===== src/rtl/uart_rx_core_if.sv =====
// rtl/uart_rx_core_if.sv - serial line, frame config and received-byte bundle for uart_rx_core
interface uart_rx_core_if;
    logic       uart_rx;
    logic [1:0] cfg_parity;
    logic [1:0] cfg_stop_bits;
    logic [7:0] rxdout;
    logic       rxvalid;
    logic       parity_err;
    logic       frame_err;

    // Environment side: drives the line and config, consumes bytes
    modport master (
        output uart_rx,
        output cfg_parity,
        output cfg_stop_bits,
        input  rxdout,
        input  rxvalid,
        input  parity_err,
        input  frame_err
    );

    // Receiver side
    modport slave (
        input  uart_rx,
        input  cfg_parity,
        input  cfg_stop_bits,
        output rxdout,
        output rxvalid,
        output parity_err,
        output frame_err
    );
endinterface


===== src/rtl/uart_rx_core.sv =====
// rtl/uart_rx_core.sv - 16x oversampled UART receiver, 8 data bits LSB first, optional parity
module uart_rx_core #(
    parameter int BUADRATE = 115200,
    parameter int CLKFRQ   = 100
) (
    input  logic          clk,
    input  logic          rst,
    uart_rx_core_if.slave bus
);
    localparam int SAMPLE_RATE  = 16;
    localparam int SAMPLE_COUNT = CLKFRQ * 1000000 / (BUADRATE * SAMPLE_RATE);
    localparam logic [15:0] SAMPLE_MAX = 16'(SAMPLE_COUNT);

    typedef enum logic [4:0] {
        IDLE   = 5'b00001,
        START  = 5'b00010,
        DATA   = 5'b00100,
        PARITY = 5'b01000,
        STOP   = 5'b10000
    } state_t;

    state_t      state, state_nxt;
    logic        rx_meta, rx_s, rx_d;
    logic        fall;
    logic [15:0] baud_cnt;
    logic        tick;
    logic [4:0]  sample_cnt;
    logic [2:0]  bit_cnt;
    logic [7:0]  shreg;
    logic        perr;
    logic        data_smp, par_smp, stop_smp;

    // Stop-bit count only shapes idle time on the line; the receiver never needs it
    logic unused_cfg;
    assign unused_cfg = ^bus.cfg_stop_bits;

    // Two-flop synchroniser plus a delay flop for edge detection; idle high
    always_ff @(posedge clk or posedge rst) begin
        if (rst) begin
            rx_meta <= 1'b1;
            rx_s    <= 1'b1;
            rx_d    <= 1'b1;
        end else begin
            rx_meta <= bus.uart_rx;
            rx_s    <= rx_meta;
            rx_d    <= rx_s;
        end
    end

    assign fall = rx_d & ~rx_s;

    // Oversample tick generator, parked at zero while idle so ticks align to the start edge
    always_ff @(posedge clk or posedge rst) begin
        if (rst) begin
            baud_cnt <= '0;
        end else if (state == IDLE || baud_cnt == SAMPLE_MAX) begin
            baud_cnt <= '0;
        end else begin
            baud_cnt <= baud_cnt + 16'd1;
        end
    end

    assign tick = (state != IDLE) && (baud_cnt == SAMPLE_MAX);

    // State register
    always_ff @(posedge clk or posedge rst) begin
        if (rst) begin
            state <= IDLE;
        end else begin
            state <= state_nxt;
        end
    end

    // Next-state logic and mid-bit sample strobes
    always_comb begin
        state_nxt = state;
        data_smp  = 1'b0;
        par_smp   = 1'b0;
        stop_smp  = 1'b0;
        case (state)
            IDLE: begin
                if (fall) state_nxt = START;
            end
            START: begin
                if (tick && sample_cnt == 5'd7) state_nxt = rx_s ? IDLE : DATA;
            end
            DATA: begin
                if (tick && sample_cnt == 5'd15) begin
                    data_smp = 1'b1;
                    if (bit_cnt == 3'd7) state_nxt = bus.cfg_parity[0] ? PARITY : STOP;
                end
            end
            PARITY: begin
                if (tick && sample_cnt == 5'd15) begin
                    par_smp   = 1'b1;
                    state_nxt = STOP;
                end
            end
            STOP: begin
                if (tick && sample_cnt == 5'd15) begin
                    stop_smp  = 1'b1;
                    state_nxt = IDLE;
                end
            end
            default: state_nxt = IDLE;
        endcase
    end

    // Tick counter within a bit; restarts on every state change and after each data sample
    always_ff @(posedge clk or posedge rst) begin
        if (rst) begin
            sample_cnt <= '0;
        end else if (state_nxt != state || data_smp) begin
            sample_cnt <= '0;
        end else if (tick) begin
            sample_cnt <= sample_cnt + 5'd1;
        end
    end

    // Data bit counter, live only in DATA
    always_ff @(posedge clk or posedge rst) begin
        if (rst) begin
            bit_cnt <= '0;
        end else if (state != DATA) begin
            bit_cnt <= '0;
        end else if (data_smp) begin
            bit_cnt <= bit_cnt + 3'd1;
        end
    end

    // Right-shift register: first bit received ends up in bit 0
    always_ff @(posedge clk or posedge rst) begin
        if (rst) begin
            shreg <= '0;
        end else if (data_smp) begin
            shreg <= {rx_s, shreg[7:1]};
        end
    end

    // Parity check: even parity sums to 0 over data+parity, odd flips the sense
    always_ff @(posedge clk or posedge rst) begin
        if (rst) begin
            perr <= 1'b0;
        end else if (par_smp) begin
            perr <= rx_s ^ (^shreg) ^ bus.cfg_parity[1];
        end
    end

    // Publish the frame one cycle after the mid-stop sample; data and flags hold until the next frame
    always_ff @(posedge clk or posedge rst) begin
        if (rst) begin
            bus.rxvalid    <= 1'b0;
            bus.rxdout     <= '0;
            bus.parity_err <= 1'b0;
            bus.frame_err  <= 1'b0;
        end else begin
            bus.rxvalid <= stop_smp;
            if (stop_smp) begin
                bus.rxdout     <= shreg;
                bus.parity_err <= perr & bus.cfg_parity[0];
                bus.frame_err  <= ~rx_s;
            end
        end
    end
endmodule


===== src/flat_wrapper.sv =====
// flat-port wrapper written by rule: the top's interface ports become plain ports
module uart_rx_core_flat 
#(
    parameter int BUADRATE = 115200,
    parameter int CLKFRQ   = 100
)
  (clk, rst, bus_uart_rx, bus_cfg_parity, bus_cfg_stop_bits, bus_rxdout, bus_rxvalid, bus_parity_err, bus_frame_err);
  uart_rx_core_if bus_i ();
  input  logic clk;
  input  logic rst;
  input wire logic [$bits(bus_i.uart_rx)-1:0] bus_uart_rx;
  input wire logic [$bits(bus_i.cfg_parity)-1:0] bus_cfg_parity;
  input wire logic [$bits(bus_i.cfg_stop_bits)-1:0] bus_cfg_stop_bits;
  output wire logic [$bits(bus_i.rxdout)-1:0] bus_rxdout;
  output wire logic [$bits(bus_i.rxvalid)-1:0] bus_rxvalid;
  output wire logic [$bits(bus_i.parity_err)-1:0] bus_parity_err;
  output wire logic [$bits(bus_i.frame_err)-1:0] bus_frame_err;
  assign bus_i.uart_rx = bus_uart_rx;
  assign bus_i.cfg_parity = bus_cfg_parity;
  assign bus_i.cfg_stop_bits = bus_cfg_stop_bits;
  assign bus_rxdout = bus_i.rxdout;
  assign bus_rxvalid = bus_i.rxvalid;
  assign bus_parity_err = bus_i.parity_err;
  assign bus_frame_err = bus_i.frame_err;
  uart_rx_core #(.BUADRATE(BUADRATE), .CLKFRQ(CLKFRQ)) u_core (.clk(clk), .rst(rst), .bus(bus_i));
endmodule

===== config.mk =====
export PLATFORM = sky130hd
export DESIGN_NAME = uart_rx_core_flat
export DESIGN_NICKNAME = d
export VERILOG_FILES = /design/src/rtl/uart_rx_core_if.sv /design/src/rtl/uart_rx_core.sv /design/src/flat_wrapper.sv
export SDC_FILE = /design/constraint.sdc
export NUM_CORES = 1
export LEC_CHECK = 0
export ABC_AREA = 1
export BUFFER_PORTS_ARGS = -buffer_cell sky130_fd_sc_hd__buf_2
export CAP_MARGIN = 30
export CELL_PAD_IN_SITES_DETAIL_PLACEMENT = 1
export CELL_PAD_IN_SITES_GLOBAL_PLACEMENT = 2
export CORE_UTILIZATION = 33
export CTS_CLUSTER_SIZE = 40
export DETAILED_ROUTE_END_ITERATION = 10
export GPL_TIMING_DRIVEN = 0
export PLACE_DENSITY = 0.73
export SKIP_LAST_GASP = 1
export SLEW_MARGIN = 20
export SYNTH_ARGS = -nofsm -noshare
export SYNTH_HDL_FRONTEND = slang
export SYNTH_SLANG_ARGS = --single-unit

===== constraint.sdc =====
create_clock -name clk -period 1.9 [get_ports clk]
set_input_delay 0.19 -clock clk [delete_from_list [all_inputs] [get_ports clk]]
set_output_delay 0.19 -clock clk [all_outputs]
set_load 0.1 [all_outputs]

### Word level (Yosys, flattened, before mapping)

Cells that the tools add are included.

* add/subtract/negate cells: 3
* equality and inequality tests: 12
* muxes and demuxes: 18
* bitwise operators: 5
* reductions and logical operators: 8

Operator list (count)
* $mux 5: 9
* $pmux 5 s5: 1
* $add 16x1->16 const B: 1
* $eq 16x6->1 const B: 1
* $mux 16: 1
* $eq 5x3->1 const B: 2
* $eq 5x4->1 const B: 2
* $mux 3: 3
* $reduce_xor 8->1: 1
* $add 5x1->5 const B: 1
* $eq 5x1->1 const B: 1
* $eq 5x2->1 const B: 1
* $eq 5x5->1 const B: 1
* $ne 5x1->1 const B: 1
* $ne 5x3->1 const B: 1
* $ne 5x5->1: 1
* $mux 1: 4
* $reduce_bool 2->1: 2
* $add 3x1->3 const B: 1
* $eq 3x3->1 const B: 1
* $logic_and 1x1->1: 3
* $and 1x1->1: 2
* $logic_or 1x1->1: 2
* $xor 1x1->1: 2
* $not 1->1: 1

* flip-flop bits (word level): 52
* input bits: 7
* word-level logic and storage cells: 59

### Logic depth before layout (Yosys ltp)

* word-level depth: 8
* mapped depth: 15
* gate-level depth less buffers: 15

### Worst setup path after synthesis

Ideal clock, no wire load.

* path kind: reg2reg
* from: register u_core.baud_cnt[0]
* to: register u_core.sample_cnt[0]
* setup time: 0.073 ns
* arrival: 1.719 ns
* data required time: 1.827 ns
* path slack: 0.108 ns
* stages on the path, launching flop included: 15
* buffers on the path: 0
* path through: dfrtp_1 inv_1 ha_1 inv_1 nor2_1 nand2_1 nor2_4 nand3_4 nor2_8 nand2_1 nand2_1 o21ai_1 nor2_1 nand4_2 nor2_1

* longest elaborated chain between the ends: 8
* elaborated cells on any way between the ends: 15
* those cells by class: 2 x eq/ne; 8 x mux; 5 x reduce/logical

RTL lines
* start, declared: RTL line uart_rx_core.sv:25 `logic [15:0] baud_cnt;`
* start signal, assigned: RTL line uart_rx_core.sv:59 `baud_cnt <= baud_cnt + 16'd1;`
* $eq 16x6->1 (*): RTL line uart_rx_core.sv:63 `assign tick = (state != IDLE) && (baud_cnt == SAMPLE_MAX);`
* $logic_and 1x1->1 (*): RTL line uart_rx_core.sv:63
* $logic_and 1x1->1, on equally long branches
* $mux 5, on equally long branches
* $pmux 5 s5: RTL line uart_rx_core.sv:80 `case (state)`
* $ne 5x5->1: RTL line uart_rx_core.sv:113 `end else if (state_nxt != state || data_smp) begin`
* $logic_or 1x1->1: RTL line uart_rx_core.sv:113
* $mux 5 or $reduce_bool 2->1 (tied branches)
* end signal, assigned: RTL line uart_rx_core.sv:116 `sample_cnt <= sample_cnt + 5'd1;`
* end, declared: RTL line uart_rx_core.sv:27 `logic [4:0] sample_cnt;`

Mark *: on every way between the ends. The rest lies on a longest branch, timed or not.
A chain may end at the register's enable or synchronous reset.

### Final worst setup path

* from: register u_core.state[4]
* to: register u_core.sample_cnt[0]

* longest elaborated chain between the ends: 8
* elaborated cells on any way between the ends: 22
* those cells by class: 7 x eq/ne; 10 x mux; 5 x reduce/logical

RTL lines
* start, declared: RTL line uart_rx_core.sv:22 `state_t state, state_nxt;`
* start signal, assigned: RTL line uart_rx_core.sv:70 `state <= state_nxt;`
* $ne 5x1->1: RTL line uart_rx_core.sv:63
* $logic_and 1x1->1: RTL line uart_rx_core.sv:63
* $logic_and 1x1->1, on equally long branches
* $mux 5, on equally long branches
* $pmux 5 s5: RTL line uart_rx_core.sv:80
* $ne 5x5->1: RTL line uart_rx_core.sv:113
* $logic_or 1x1->1: RTL line uart_rx_core.sv:113
* $mux 5 or $reduce_bool 2->1 (tied branches)

Parallel ways exist; a longest one is shown, timed or not.

==> results.json <==
{
  "start_util_pct": 34.6,
  "die_y_um": 92.6,
  "power_frac_comb_pct": 22.8,
  "status": "complete, but fails checks",
  "fin_util_pct": 43.2,
  "violations": "negative setup slack",
  "cp_slowest_cell": "dfrtp_1",
  "globalplace.congestion": 0.747,
  "setup_ws_ns": -0.152,
  "worstPathRequired_ns": 2.10,
  "first_pass_iters": 4,
  "yosys.cell_types.count": 30,
  "dieWidth_um": 92.6,
  "hp-class": "primary input to flop",
  "fin_nets": 390,
  "wl_per_cell_um": 14.1,
  "dp_slack_ns": -0.341,
  "portBuffers": 15,
  "relSlewSlack_pct": 55.2,
  "grt_max_degree": 53,
  "path_max_fanout": 6,
  "area_delta_synth_final_pct": 24.9,
  "period_needed_ns": 2.05,
  "syn_nets": 342,
  "grt_pass1_vias": 2323,
  "tightest_slew_ns": 0.671,
  "placed_area_mm2": 0.00292,
  "fin_area_mm2": 0.00339,
  "power_density_mw_per_mm2": 775,
  "ios": 18,
  "place_inst": 446,
  "netSwitchingFraction_pct": 31.8,
  "finalClockSkew_ns": 0.0137,
  "ff2ff_path_depth": 10,
  "crit_chain": "inv_1 -> nand4_1 -> inv_1 -> nand4_1 -> nor2_1 -> nor2_2 -> nor2_1 -> nor2_2 -> nand4_4 -> nor2_1",
  "netlist_top_cells_area": "dfrtp_1 (44%), nand2_1 (8.9%), nor2_1 (6.5%), inv_1 (6.1%), o21ai_0 (4.2%)",
  "antenna_found_initial": 0,
  "layout_common_cells": "nand2_1 (59), dfrtp_1 (47), inv_1 (40), nor2_1 (39), buf_4 (22)",
  "rr_endpoint": "u_core.sample_cnt[0]$_DFFE_PP0P_",
  "critPathKind": "flop to flop",
  "yosys.area.top_type_share_pct": 44.3,
  "drtIter0Drc": 57,
  "critPathMaxStageDelay_ns": 0.42,
  "max_freq_ghz": 0.487,
  "instances_no_fill": 480,
  "vias_per_cell": 4.75,
  "maxCapViolations": 0,
  "setup_violations": 14,
  "placementRows": 32,
  "grt_first_pass_wirelength_mm": 11.5,
  "report.final.slew_viol_count": 0,
  "drive_gt1_share_pct": 28.3,
  "clk_pin_slew_ns": 0.11,
  "cts_made_buffers": 5,
  "synth-seq-cells": 52,
  "drc": 0,
  "cp_common_cell": "nor2_1",
  "critical_path_arrival_ns": 2.25,
  "final_common_cell": "nand2_1",
  "tritoncts": "built",
  "internal_power_mw": 1.79,
  "ant_nets": 0,
  "fin_setup_tns_ns": -1.31,
  "cts_sinks": 52,
  "yosysWarnings": 0,
  "clock_path_buffers": 2,
  "antennaDiodeCount": 0,
  "core-area_mm2": 0.00785,
  "finalWirelength_mm": 6.75,
  "cts-htree-levels": 2,
  "startpoint_type": "flop",
  "dpl.hpwl_mm": 4.59,
  "seqPwrFrac_pct": 45.9,
  "hold_viol": 0,
  "vdd_drop_max_mv": 0.297,
  "die-area_mm2": 0.00858,
  "grt_remaining_overflow": 0,
  "yosysSeqAreaShare_pct": 48.2,
  "vias": 2282,
  "clk_latency_ns": 0.32,
  "post-route-period-util_pct": 108,
  "pwr-share-clk_pct": 31.3,
  "rsz0062_at_grt": "true",
  "rrSetupSlack_ns": -0.15,
  "endpoint": "u_core.sample_cnt[0]$_DFFE_PP0P_",
  "grt_usage_pct": 16.9,
  "reg2reg_from": "u_core.state[4]$_DFF_PP0_",
  "leakagePower_nw": 1.66,
  "p_switching_uw": 835,
  "crit_path_end_kind": "flop",
  "synth.cell_area_mm2": 0.00271,
  "cp-startpoint": "u_core.state[4]$_DFF_PP0_",
  "synth.largest_area_cell": "dfrtp_1",
  "cts-root-buf": "clkbuf_8",
  "synthCells": 329,
  "synth_area_per_cell_um2": 8.24
}
[logic make-up after synthesis]
| kind of cell | after synthesis | synth area share (%) |
|---|---|---|
| flip-flops | 52 | 48.2 |
| AND/OR/NAND/NOR | 169 | 30.6 |
| AO/OA/AOI/OAI | 38 | 7.15 |
| buffers and inverters | 51 | 7.06 |
| adder cells (fa/ha/maj) | 6 | 2.77 |
| XOR/XNOR | 13 | 4.20 |
[critical path, delay by kind of cell (launching register included)]
kind	cells	cell delay (ns)
buf+inv	2	0.50
flops	1	0.42
simple gates	8	1.02
[how the worst min path moves through the flow]
stage                           start                           endpoint  cells past startpoint
finish              bus_cfg_parity[0]  u_core.bus.parity_err$_DFFE_PP0P_                      3
floorplan                 bus_uart_rx           u_core.rx_meta$_DFF_PP1_                      0
global route        bus_cfg_parity[0]  u_core.bus.parity_err$_DFFE_PP0P_                      3
global placement          bus_uart_rx           u_core.rx_meta$_DFF_PP1_                      1
CTS                 bus_cfg_parity[0]  u_core.bus.parity_err$_DFFE_PP0P_                      3
detailed placement        bus_uart_rx           u_core.rx_meta$_DFF_PP1_                      1
[registers in the layout (all words and copies together) (netlist names)]
| register | count |
|---|---|
| u_core.perr | 1 |
| u_core.rx_s | 1 |
| u_core.bus.parity_err | 1 |
| u_core.bus.frame_err | 1 |
| u_core.state | 5 |
| u_core.rx_d | 1 |
| u_core.bit_cnt | 3 |
| u_core.rx_meta | 1 |
| u_core.shreg | 8 |
| u_core.sample_cnt | 5 |
| u_core.bus.rxvalid | 1 |
| u_core.baud_cnt | 16 |
| u_core.bus.rxdout | 8 |
[repair_timing]
action	in CTS	in global routing
hold endpoints to repair	6	0
pin swaps	10	15
endpoints found under the setup margin	35	39
hold buffers	2	0
setup buffers	17	6
cloned	1	0
resized for setup	22	37
[through the flow]
stage / hold slack (ns) / total power, mW
after global routing: 0.181 / 2.77
after detailed placement: 0.297 / 1.67
final: 0.175 / 2.62
after floorplan: 0.194 / 1.55
after CTS: 0.170 / 2.54
after global placement: 0.297 / 1.67
[layout make-up]
class | count | area [um^2]
timing repair buffer | 41 | 283
inverter | 48 | 188
fill | 969 | 4460
sequential | 52 | 1310
tap | 102 | 128
buffer | 3 | 37.5
multi-input combinational | 226 | 1330
clock buffer | 5 | 68.8
clock inverter | 3 | 46.3
[metal layers]
| layer | GRT usage (%) | part of all wire (%) | vias to the layer above |
|---|---|---|---|
| li1 | - | - | 1139 |
| met1 | 25.6 | 52 | 1122 |
| met2 | 25.4 | 46 | 16 |
| met3 | 2.46 | 1.5 | 5 |
| met4 | 3.85 | 0.68 | 0 |
| met5 | 0 | 0 | - |
[cell usage after synthesis]
cell type	number
a21oi_1	9
a31oi_1	1
clkbuf_1	3
dfrtp_1	48
dfstp_2	4
ha_1	6
inv_1	44
inv_2	4
nand2_1	64
nand2_2	4
nand3_1	17
nand3_2	1
nand3_4	2
nand4_1	7
nand4_2	2
nor2_1	47
nor2_2	5
nor2_4	3
nor2_8	1
nor3_1	9
nor3_2	2
nor3b_1	2
nor3b_2	1
nor4_1	1
o21ai_0	23
o21ai_1	4
o21bai_1	1
or2_2	1
xnor2_1	5
xor2_1	8
[power by group through the flow]
| stage | Sequential, mW | Clock [mW] | Combinational, mW |
|---|---|---|---|
| after floorplan | 1.22 | 0 | 0.330 |
| after global placement | 1.23 | 0 | 0.442 |
| after detailed placement | 1.23 | 0 | 0.442 |
| after CTS | 1.20 | 0.847 | 0.488 |
| after global routing | 1.21 | 0.889 | 0.665 |
| final | 1.20 | 0.822 | 0.598 |
Note: power is estimated with default switching activity, not from simulation.
